## src/rtl/fetch_pkg.sv

```systemverilog
// Shared defaults and the queue entry layout for the instruction fetch queue.
package fetch_pkg;

  localparam int unsigned DEF_D     = 12;
  localparam int unsigned DEF_IW    = 9;
  localparam int unsigned DEF_DEPTH = 4;

  typedef struct packed {
    logic [DEF_D-1:0]  pc;
    logic [DEF_IW-1:0] instr;
  } fetch_entry_t;

endpackage

```

## src/rtl/fetch_queue_if.sv

```systemverilog
// ROM, redirect and decoder-facing signals of the fetch queue.
interface fetch_queue_if #(
  parameter int unsigned D     = fetch_pkg::DEF_D,
  parameter int unsigned IW    = fetch_pkg::DEF_IW,
  parameter int unsigned DEPTH = fetch_pkg::DEF_DEPTH
) ();
  localparam int unsigned CW = $clog2(DEPTH + 1);

  logic [D-1:0]  rom_addr;
  logic [IW-1:0] rom_data;
  logic          redirect;
  logic [D-1:0]  redirect_pc;
  logic          stall;
  logic          instr_valid;
  logic [IW-1:0] instr;
  logic [D-1:0]  instr_pc;
  logic          instr_ready;
  logic          full;
  logic [CW-1:0] count;

  modport master (
    output rom_addr, instr_valid, instr, instr_pc, full, count,
    input  rom_data, redirect, redirect_pc, stall, instr_ready
  );

  modport slave (
    input  rom_addr, instr_valid, instr, instr_pc, full, count,
    output rom_data, redirect, redirect_pc, stall, instr_ready
  );
endinterface

```

## src/rtl/fetch_buf.sv

```systemverilog
// Circular FIFO: synchronous write, asynchronous read of the head, flush clears pointers.
module fetch_buf #(
  parameter int unsigned W     = 21,
  parameter int unsigned DEPTH = 4
) (
  input  logic                         clk,
  input  logic                         reset,
  input  logic                         flush,
  input  logic                         push,
  input  logic                         pop,
  input  logic [W-1:0]                 wdata,
  output logic [W-1:0]                 rdata,
  output logic [$clog2(DEPTH+1)-1:0]   count
);
  localparam int unsigned PW = $clog2(DEPTH);
  localparam int unsigned CW = $clog2(DEPTH + 1);

  logic [W-1:0]  mem [DEPTH];
  logic [PW-1:0] head;
  logic [PW-1:0] tail;
  logic [CW-1:0] cnt;

  // Storage is not reset; validity is tracked by cnt alone.
  always_ff @(posedge clk) begin
    if (push) mem[tail] <= wdata;
  end

  always_ff @(posedge clk or negedge reset) begin
    if (!reset) begin
      head <= '0;
      tail <= '0;
      cnt  <= '0;
    end else if (flush) begin
      head <= '0;
      tail <= '0;
      cnt  <= '0;
    end else begin
      if (push) tail <= tail + PW'(1);
      if (pop)  head <= head + PW'(1);
      case ({push, pop})
        2'b10:   cnt <= cnt + CW'(1);
        2'b01:   cnt <= cnt - CW'(1);
        default: cnt <= cnt;
      endcase
    end
  end

  assign rdata = mem[head];
  assign count = cnt;

endmodule

```

## src/rtl/fetch_queue.sv

```systemverilog
// Instruction fetch queue: owns the fetch PC and arbitrates push, pop and redirect.
module fetch_queue
  import fetch_pkg::*;
#(
  parameter int unsigned D     = DEF_D,
  parameter int unsigned IW    = DEF_IW,
  parameter int unsigned DEPTH = DEF_DEPTH
) (
  input  logic          clk,
  input  logic          reset,
  fetch_queue_if.master bus
);
  localparam int unsigned CW = $clog2(DEPTH + 1);

  typedef struct packed {
    logic [D-1:0]  pc;
    logic [IW-1:0] instr;
  } entry_t;

  logic [D-1:0]  fetch_pc;
  logic [CW-1:0] cnt;
  logic          full;
  logic          valid;
  logic          push;
  logic          pop;
  entry_t        wr_entry;
  entry_t        rd_entry;

  assign valid = (cnt != '0);
  assign full  = (cnt == CW'(DEPTH));

  // Redirect wins over everything; a full queue still accepts a push when it pops.
  assign pop  = !bus.redirect && valid && bus.instr_ready;
  assign push = !bus.redirect && !bus.stall && (!full || pop);

  assign wr_entry = '{pc: fetch_pc, instr: bus.rom_data};

  always_ff @(posedge clk or negedge reset) begin
    if (!reset) begin
      fetch_pc <= '0;
    end else if (bus.redirect) begin
      fetch_pc <= bus.redirect_pc;
    end else if (push) begin
      fetch_pc <= fetch_pc + D'(1);
    end
  end

  fetch_buf #(
    .W     (D + IW),
    .DEPTH (DEPTH)
  ) u_buf (
    .clk   (clk),
    .reset (reset),
    .flush (bus.redirect),
    .push  (push),
    .pop   (pop),
    .wdata (wr_entry),
    .rdata (rd_entry),
    .count (cnt)
  );

  assign bus.rom_addr    = fetch_pc;
  assign bus.instr_valid = valid;
  assign bus.instr       = rd_entry.instr;
  assign bus.instr_pc    = rd_entry.pc;
  assign bus.full        = full;
  assign bus.count       = cnt;

endmodule

```

## src/flat_wrapper.sv

```systemverilog
// flat-port wrapper written by rule: the top's interface ports become plain ports
module fetch_queue_flat import fetch_pkg::*;
#(
  parameter int unsigned D     = DEF_D,
  parameter int unsigned IW    = DEF_IW,
  parameter int unsigned DEPTH = DEF_DEPTH
)
  (clk, reset, bus_rom_addr, bus_instr_valid, bus_instr, bus_instr_pc, bus_full, bus_count, bus_rom_data, bus_redirect, bus_redirect_pc, bus_stall, bus_instr_ready);
  fetch_queue_if #(.D(D), .IW(IW), .DEPTH(DEPTH)) bus_i ();
  input  logic clk;
  input  logic reset;
  output wire logic [$bits(bus_i.rom_addr)-1:0] bus_rom_addr;
  output wire logic [$bits(bus_i.instr_valid)-1:0] bus_instr_valid;
  output wire logic [$bits(bus_i.instr)-1:0] bus_instr;
  output wire logic [$bits(bus_i.instr_pc)-1:0] bus_instr_pc;
  output wire logic [$bits(bus_i.full)-1:0] bus_full;
  output wire logic [$bits(bus_i.count)-1:0] bus_count;
  input wire logic [$bits(bus_i.rom_data)-1:0] bus_rom_data;
  input wire logic [$bits(bus_i.redirect)-1:0] bus_redirect;
  input wire logic [$bits(bus_i.redirect_pc)-1:0] bus_redirect_pc;
  input wire logic [$bits(bus_i.stall)-1:0] bus_stall;
  input wire logic [$bits(bus_i.instr_ready)-1:0] bus_instr_ready;
  assign bus_rom_addr = bus_i.rom_addr;
  assign bus_instr_valid = bus_i.instr_valid;
  assign bus_instr = bus_i.instr;
  assign bus_instr_pc = bus_i.instr_pc;
  assign bus_full = bus_i.full;
  assign bus_count = bus_i.count;
  assign bus_i.rom_data = bus_rom_data;
  assign bus_i.redirect = bus_redirect;
  assign bus_i.redirect_pc = bus_redirect_pc;
  assign bus_i.stall = bus_stall;
  assign bus_i.instr_ready = bus_instr_ready;
  fetch_queue #(.D(D), .IW(IW), .DEPTH(DEPTH)) u_core (.clk(clk), .reset(reset), .bus(bus_i));
endmodule
```

## config.mk

```make
export PLATFORM = sky130hd
export DESIGN_NAME = fetch_queue_flat
export DESIGN_NICKNAME = d
export VERILOG_FILES = /design/src/rtl/fetch_pkg.sv /design/src/rtl/fetch_queue_if.sv /design/src/rtl/fetch_buf.sv /design/src/rtl/fetch_queue.sv /design/src/flat_wrapper.sv
export SDC_FILE = /design/constraint.sdc
export NUM_CORES = 1
export LEC_CHECK = 0
export ABC_AREA = 1
export BUFFER_PORTS_ARGS = -buffer_cell sky130_fd_sc_hd__buf_2
export CORE_MARGIN = 1
export CORE_UTILIZATION = 45
export CTS_BUF_LIST = sky130_fd_sc_hd__clkbuf_16
export DETAILED_ROUTE_END_ITERATION = 8
export PLACE_DENSITY = 0.65
export SETUP_SLACK_MARGIN = 0.3
export SYNTH_ARGS = -nofsm -noshare
export SYNTH_HDL_FRONTEND = slang
export SYNTH_SLANG_ARGS = --single-unit
```

## constraint.sdc

```tcl
create_clock -name clk -period 2.31 [get_ports clk]
set_clock_uncertainty 0.05 [all_clocks]
set_input_delay 0.462 -clock clk [delete_from_list [all_inputs] [get_ports clk]]
set_output_delay 0.462 -clock clk [all_outputs]
set_load 0.02 [all_outputs]
```

==> results.txt, run 1 <==
----------------------------------------------------
[Power and ir drop]
  IR Drop Worst-Case VDD ... 0.360 mV
  Power density over the cells ... 844 mW/mm2
  PnR Total Power ... 4.59 mW
  Cell leakage power ... 2.13 nW

[Detailed routing]
  Routed wire length ... 9400 um
  Post-route DRC violation count ... 0
  First drt pass iteration count ... 5
  Number of DRC markers after the initial detailed-route iteration ... 144
  Vias per cell ... 5.17
  ANT nets after route ... 0
  Via total after detailed routing ... 3046
  Per-cell routed wire length ... 16.0 um

[Setup path]
  Max Fanout on Critical Path ... 21
  Startpoint-to-endpoint class of the critical path ... reg -> out
  Arrival time reported for the critical path endpoint ... 1500 ps
  Worst Setup End Kind ... output pin
  Element type at the critical path start ... register
  Required arrival time at the worst endpoint ... 1800 ps

[Clock network]
  Number of buffers on the longest clock path ... 2
  TritonCTS clock tree ... built
  Clock latency reported for the late side of the worst-skew pair ... 340 ps
  Number of sinks driven by the clock tree ... 103
  Total number of H-tree levels ... 3
  Clock buffer count from CTS ... 9
  CTS root buf ... sky130_fd_sc_hd__clkbuf_16
  Cts-stage hold buffer count ... 0
  Reg clk slew, reported paths ... 70 ps

[Min path]
  Worst min-delay path category ... in -> async

[Synthesis]
  Biggest area consumer among synthesized cells ... sky130_fd_sc_hd__edfxtp_1
  Primary flip-flop cell chosen by synthesis mapping ... sky130_fd_sc_hd__edfxtp_1
  Yosys warning total ... 0
  Syn avg cell area ... 11.6 um2
  Share of the yosys chip area belonging to registers ... 68.6%
  Most numerous cell types in the synthesized netlist ... sky130_fd_sc_hd__edfxtp_1 (84), sky130_fd_sc_hd__nor2_1 (56), sky130_fd_sc_hd__nand2_1 (48)
  Number of distinct library cells after synthesis ... 31
  Netlist area before placement ... 0.00437 mm2
  Share of async-settable or async-resettable flops after synthesis ... 18.4%
  Most frequent cell after synthesis ... sky130_fd_sc_hd__edfxtp_1
  Share of Yosys cell area claimed by the top area cell type ... 57.7%
  Number of nets in the synthesized netlist ... 409
  Total of flip-flops plus latches after synthesis ... 103
  EDFF count, synth ... 84
  Dominant cells by area after synthesis ... sky130_fd_sc_hd__edfxtp_1 (58%), sky130_fd_sc_hd__dfrtp_1 (11%), sky130_fd_sc_hd__o21ai_0 (5.3%)
  Mapped Cells ... 377

[Run]
  Number of maximum-capacitance constraint violations ... 0

[Place]
  # placed instances ... 565
  Final HPWL DP ... 5850 um
  Number of I/O port buffers ... 63
  RD Place Congestion ... 0.912

[STA]
  Final clock period utilization by the worst path ... 87.1%
  Count of endpoints failing hold in the final timing report ... 0
  Post-Route Hold Slack ... 9.66 ps
  Worst slew margin ... 69.5%
  Worst-Margin Slew ... 458 ps
  RSZ-0062 raised after global routing ... true
  Highest achievable clock rate ... 497 MHz
  Min Tclk post-route ... 2010 ps
  Setup-failing EPs final ... 0
  Total Negative Setup Slacks ... 0 ps
  Number of pins exceeding their max-slew limit in the final report ... 0

[Floorplanning]
  Number of placed I/O pins ... 64
  Die footprint ... 0.0101 mm2
  Initial cell density of the core ... 46.8%
  Row count ... 35
  Core area ... 0.00933 mm2
  Die X-Extent ... 101 um
  Height of the die ... 101 um

[Global routing]
  GRT Residual Overflow ... 0
  Global-route wire length before repair ... 14900 um
  Maximum number of pins on one net before global-route repair ... 22
  Total global routing track utilization ... 19.9%
  Number of antenna violations at the first check in global routing ... 0
  Number of global-route vias before repair ... 2973

[Layout]
  Synthesis-to-finish area growth ... 24.5%
  Layout fillers ... 779
  Share of layout cells above drive strength 1 ... 31.7%
  Post-route insts no fill ... 589
  Count of nets after finishing ... 487
  Antenna Diode Count ... 0

[Outcome]
  Result of the run ... finished, final reports clean

----------------------------------------------------
## power by group
part / internal [mW] / total (mW) / switching, mW
sequential: 2.13 / 2.24 / 0.115
clock: 0.744 / 1.42 / 0.676
combinational: 0.368 / 0.930 / 0.562
## cell families (layout without fill, tap and decap cells)
| logic type | after synthesis | in the layout | synth area share (%) |
|---|---|---|---|
| compound gates | 80 | 80 | 10.3 |
| simple gates | 140 | 140 | 14.2 |
| xor+xnor | 3 | 3 | 0.602 |
| fa+ha+maj | 6 | 6 | 1.89 |
| buf+inv | 45 | 128 | 4.41 |
| flops | 103 | 103 | 68.6 |
## metal layers
layer | routed length [um] | vias up | GRT usage [%]
met1 | 4070 | 1477 | 27.2
met2 | 4790 | 74 | 31.4
met5 | 0 | - | 0
li1 | - | 1486 | -
met4 | 120 | 0 | 8.25
met3 | 419 | 9 | 3.68
## registers in the layout, summed over array words and instances (netlist names)
register	flops
u_core.bus.rom_addr	12
u_core.u_buf.mem	84
u_core.u_buf.tail	2
u_core.u_buf.count	3
u_core.u_buf.head	2
## final timing paths
path / start / to / slack, ps / cells after the start
setup / recovery: u_core.u_buf.head[0] / bus_instr_pc[0] / 300 / 5
hold / removal: reset / u_core.bus.rom_addr[8] / 10 / 1
setup reg to reg: u_core.u_buf.count[0] / u_core.u_buf.count[2] / 430 / 9
hold reg to reg: u_core.u_buf.count[0] / u_core.u_buf.count[0] / 580 / 3
max in group asynchronous: reset / u_core.u_buf.head[0] / 1850 / 1
min in group clk: bus_rom_data[1] / u_core.u_buf.mem[0][1] / 290 / 1
## metrics by stage
step / worst slack, ps / cell area, um2 / util [%]
3_3_place_gp: 337 / 4870 / 52.2
2_1_floorplan: 151 / 4370 / -
5_1_grt: 224 / 5440 / 58.3
4_1_cts: 274 / 5290 / 56.7
6_report: 299 / 5440 / 58.3
3_5_place_dp: 278 / 4870 / 52.2
## final cells by class
type	count	area [um2]	area share (%)
inverter	28	115	2.12
sequential	103	3000	55.2
multi-input combinational	229	1290	23.8
timing repair buffer	84	589	10.8
clock buffer	9	225	4.14
clock inverter	7	53.8	0.989
tap	129	161	2.97
## critical path, cell delays in order, from the launching register on
cell	delay (ps)
sky130_fd_sc_hd__dfrtp_2	470
sky130_fd_sc_hd__buf_12	150
sky130_fd_sc_hd__buf_16	160
sky130_fd_sc_hd__nor2_1	140
sky130_fd_sc_hd__o22ai_2	80
sky130_fd_sc_hd__buf_4	160
## timing repair
action                     4_1_cts  5_1_grt
buffers inserted                 5        0
setup endpoints to repair       21       22
pin swaps                        3        5
resized for setup               27       58
cloned                           1        2
## placed cells by master, fill, tap and decap left out, types with 3 or more instances in the layout
cell type and count:
sky130_fd_sc_hd__dfrtp_1 16, sky130_fd_sc_hd__inv_1 24, sky130_fd_sc_hd__dfrtp_2 3, sky130_fd_sc_hd__o21ai_0 25, sky130_fd_sc_hd__nor2_1 41, sky130_fd_sc_hd__o22ai_2 3
sky130_fd_sc_hd__nor2_4 5, sky130_fd_sc_hd__buf_6 5, sky130_fd_sc_hd__o211ai_1 5, sky130_fd_sc_hd__o21ai_1 15, sky130_fd_sc_hd__nor2_2 13, sky130_fd_sc_hd__nand2_1 48
sky130_fd_sc_hd__buf_2 48, sky130_fd_sc_hd__o21ai_2 10, sky130_fd_sc_hd__edfxtp_1 84, sky130_fd_sc_hd__inv_6 4, sky130_fd_sc_hd__o22ai_1 19, sky130_fd_sc_hd__clkbuf_16 9
sky130_fd_sc_hd__nand4_1 3, sky130_fd_sc_hd__buf_4 25, sky130_fd_sc_hd__nand3_1 22, sky130_fd_sc_hd__ha_1 5
(Power assumes the default switching activity.)
==> inputs of run 2 (changes only) <==
Settings changed: ABC_AREA 1 to 0, RECOVER_POWER set to 25.
==> run 2 against run 1 <==
Synthesized area decreased by 3.3%. Sequential cell count unchanged. Worst hold slack improved by 240 ps. Global-route usage decreased by 2.1 points. Final cell count decreased by 23%. Fmax decreased by 8.2%. Die area decreased by 3.3%. Worst setup slack got worse by 180 ps. Register-to-register slack got worse by 120 ps. Critical path type unchanged. Largest power group unchanged.
==> results.txt, run 2 <==
----------------------------------------------------
[Synthesis]
  Yosys warning total ... 0 (unchanged)
  Most frequent cell after synthesis ... sky130_fd_sc_hd__edfxtp_1
  Share of Yosys cell area claimed by the top area cell type ... 59.7% (+2.0 points)
  Number of distinct library cells after synthesis ... 39 (+26%)
  EDFF count, synth ... 84 (unchanged)
  Biggest area consumer among synthesized cells ... sky130_fd_sc_hd__edfxtp_1
  Syn avg cell area ... 17.2 um2 (+49%)
  Dominant cells by area after synthesis ... sky130_fd_sc_hd__edfxtp_1 (60%), sky130_fd_sc_hd__dfrtp_1 (11%), sky130_fd_sc_hd__mux4_2 (11%)
  Most numerous cell types in the synthesized netlist ... sky130_fd_sc_hd__edfxtp_1 (84), sky130_fd_sc_hd__mux4_2 (21), sky130_fd_sc_hd__dfrtp_1 (19)
  Number of nets in the synthesized netlist ... 277 (-32%)
  Primary flip-flop cell chosen by synthesis mapping ... sky130_fd_sc_hd__edfxtp_1
  Mapped Cells ... 245 (-35%)
  Total of flip-flops plus latches after synthesis ... 103 (unchanged)
  Share of async-settable or async-resettable flops after synthesis ... 18.4% (unchanged)
  Netlist area before placement ... 0.00422 mm2 (-3.3%)
  Share of the yosys chip area belonging to registers ... 71.0% (+2.4 points)

[Place]
  RD Place Congestion ... 0.819 (-10%)
  Worst-case setup slack after placement ... 217 ps (-60.6 ps)
  # placed instances ... 419 (-26%)
  Final HPWL DP ... 5040 um (-14%)
  Number of I/O port buffers ... 63 (unchanged)
  Placed cell areas ... 0.00479 mm2 (-1.5%)

[Detailed routing]
  Post-route DRC violation count ... 0 (unchanged)
  ANT nets after route ... 0 (unchanged)
  First drt pass iteration count ... 4 (-1)
  Vias per cell ... 5.39 (+4.2%)
  Per-cell routed wire length ... 17.8 um (+11%)
  Number of DRC markers after the initial detailed-route iteration ... 106 (-26%)
  Routed wire length ... 8060 um (-14%)
  Via total after detailed routing ... 2447 (-20%)

[Layout]
  Share of layout cells above drive strength 1 ... 39.6% (+7.9 points)
  Final design utilization ... 60.8% (+2.5 points)
  Most common library cell in the layout ignoring fill and taps ... sky130_fd_sc_hd__edfxtp_1
  Synthesis-to-finish area growth ... 28.0%
  Flip-flop count of the largest register after layout ... 84 (unchanged)
  Post-route design area ... 0.00540 mm2 (-0.67%)
  Post-route insts no fill ... 454 (-23%)
  Antenna Diode Count ... 0 (unchanged)
  Register containing the most flip-flops in the final layout ... u_core.u_buf.mem
  Highest-count cells in the layout ignoring fill and taps ... sky130_fd_sc_hd__edfxtp_1 (84), sky130_fd_sc_hd__buf_2 (33), sky130_fd_sc_hd__buf_4 (27), sky130_fd_sc_hd__mux4_2 (21), sky130_fd_sc_hd__buf_6 (20)
  Count of nets after finishing ... 373 (-23%)

[Floorplanning]
  Die footprint ... 0.00978 mm2 (-3.3%)
  Initial cell density of the core ... 47.5% (+0.67 points)
  Die X-Extent ... 98.9 um (-1.6%)
  Core area ... 0.00889 mm2 (-4.7%)
  Height of the die ... 98.9 um (-1.6%)
  Number of placed I/O pins ... 64 (unchanged)
  Row count ... 34 (-2.9%)

[Clock network]
  Number of sinks driven by the clock tree ... 103 (unchanged)
  Clock latency reported for the late side of the worst-skew pair ... 330 ps (about the same)
  Number of buffers on the longest clock path ... 2 (unchanged)
  Clock buffer count from CTS ... 9 (unchanged)
  Reg clk slew, reported paths ... 70 ps (about the same)
  Total number of H-tree levels ... 3 (unchanged)
  CTS root buf ... sky130_fd_sc_hd__clkbuf_16
  TritonCTS clock tree ... built

[Global routing]
  Number of antenna violations at the first check in global routing ... 0 (unchanged)
  GRT Residual Overflow ... 0 (unchanged)
  Global-route wire length before repair ... 12800 um (-14%)
  Total global routing track utilization ... 17.8% (-2.1 points)
  Number of global-route vias before repair ... 2444 (-18%)
  Maximum number of pins on one net before global-route repair ... 22 (unchanged)

[STA]
  Number of pins exceeding their max-slew limit in the final report ... 0 (unchanged)
  Worst path setup slack after routing ... 118 ps (-180 ps)
  Worst slew margin ... 28.7% (-41 points)
  Count of endpoints failing hold in the final timing report ... 0 (unchanged)
  Highest achievable clock rate ... 456 MHz (-8.2%)
  Total Negative Setup Slacks ... 0 ps (unchanged)
  Setup-failing EPs final ... 0 (unchanged)
  Final clock period utilization by the worst path ... 94.9% (+7.8 points)
  Worst-Margin Slew ... 1070 ps (+612 ps)
  Min Tclk post-route ... 2190 ps (+180 ps)
  RSZ-0062 raised after global routing ... true

[Setup path]
  Arrival time reported for the critical path endpoint ... 1680 ps (+180 ps)
  Required arrival time at the worst endpoint ... 1800 ps (about the same)
  Element type at the critical path start ... register
  R2r worst-path depth ... 7 (-2)
  Worst Setup End Kind ... output pin
  Max Fanout on Critical Path ... 6 (-71%)
  Startpoint-to-endpoint class of the critical path ... reg -> out

[Outcome]
  Result of the run ... finished, final reports clean

[Min path]
  Worst min-delay path category ... in -> async

[Run]
  Number of maximum-capacitance constraint violations ... 0 (unchanged)

[Power and ir drop]
  Power density over the cells ... 810 mW/mm2 (-4.0%)
  Cell leakage power ... 1.96 nW (-8.0%)
  IR Drop Worst-Case VDD ... 0.430 mV (+19%)

----------------------------------------------------
[run 2: layout make-up]
type | instances | area [um2]
Tap cell | 108 | 135
Sequential cell | 103 | 3000
Clock buffer | 9 | 225
Clock inverter | 7 | 61.3
Multi-Input combinational cell | 126 | 1170
Inverter | 4 | 15.0
Timing Repair Buffer | 97 | 791
Fill cell | 667 | 3490
[run 2: worst paths after layout]
| path | slack [ps] | start | endpoint |
|---|---|---|---|
| setup / recovery | 120 | u_core.u_buf.head[0] | bus_instr_pc[9] |
| min in group clk | 280 | bus_redirect_pc[3] | u_core.bus.rom_addr[3] |
| setup reg to reg | 310 | u_core.u_buf.count[2] | u_core.u_buf.count[2] |
| max in group asynchronous | 1250 | reset | u_core.u_buf.head[0] |
| hold / removal | 250 | reset | u_core.bus.rom_addr[4] |
| hold reg to reg | 500 | u_core.u_buf.head[1] | u_core.u_buf.head[1] |
[run 2: worst max-delay path: stages (launching register included)]
cell                      delay (ps)
sky130_fd_sc_hd__dfrtp_2         400
sky130_fd_sc_hd__buf_4           140
sky130_fd_sc_hd__buf_12          120
sky130_fd_sc_hd__mux4_2          520
sky130_fd_sc_hd__buf_6           150
[run 2: layer usage]
| layer | wire, um | global-route usage [%] | vias up |
|---|---|---|---|
| met5 | 0 | 0 | - |
| met4 | 104 | 5.97 | 0 |
| met3 | 295 | 4.04 | 9 |
| met2 | 4160 | 30.0 | 56 |
| met1 | 3500 | 22.8 | 1234 |
| li1 | - | - | 1148 |
[run 2: logic make-up after synthesis]
kind of cell | share of synthesized area [%]
mux | 12.0
simple gates | 8.06
compound gates | 3.53
flops | 71.0
xor+xnor | 1.87
fa+ha+maj | 1.96
buf+inv | 1.63
[run 2: what timing repair did]
item,4_1_cts,5_1_grt
setup endpoints to repair,31,37
hold buffers,0,0
gates resized for setup,16,30
gates cloned,2,1
setup buffers,9,7
[run 2: per-stage QoR]
stage                     hold slack (ps)  total power [mW]
after global placement                387              2.80
after global routing                  303              4.55
after CTS                            23.9              4.34
after floorplan                       116              2.59
final                                 248              4.38
after detailed placement              390              2.82
[run 2: report_power, final]
part           leakage [nW]  switching, mW  total, mW  internal [mW]
combinational         0.826          0.365      0.758          0.393
clock                 0.142          0.685       1.44          0.754
sequential            0.996         0.0742       2.18           2.11
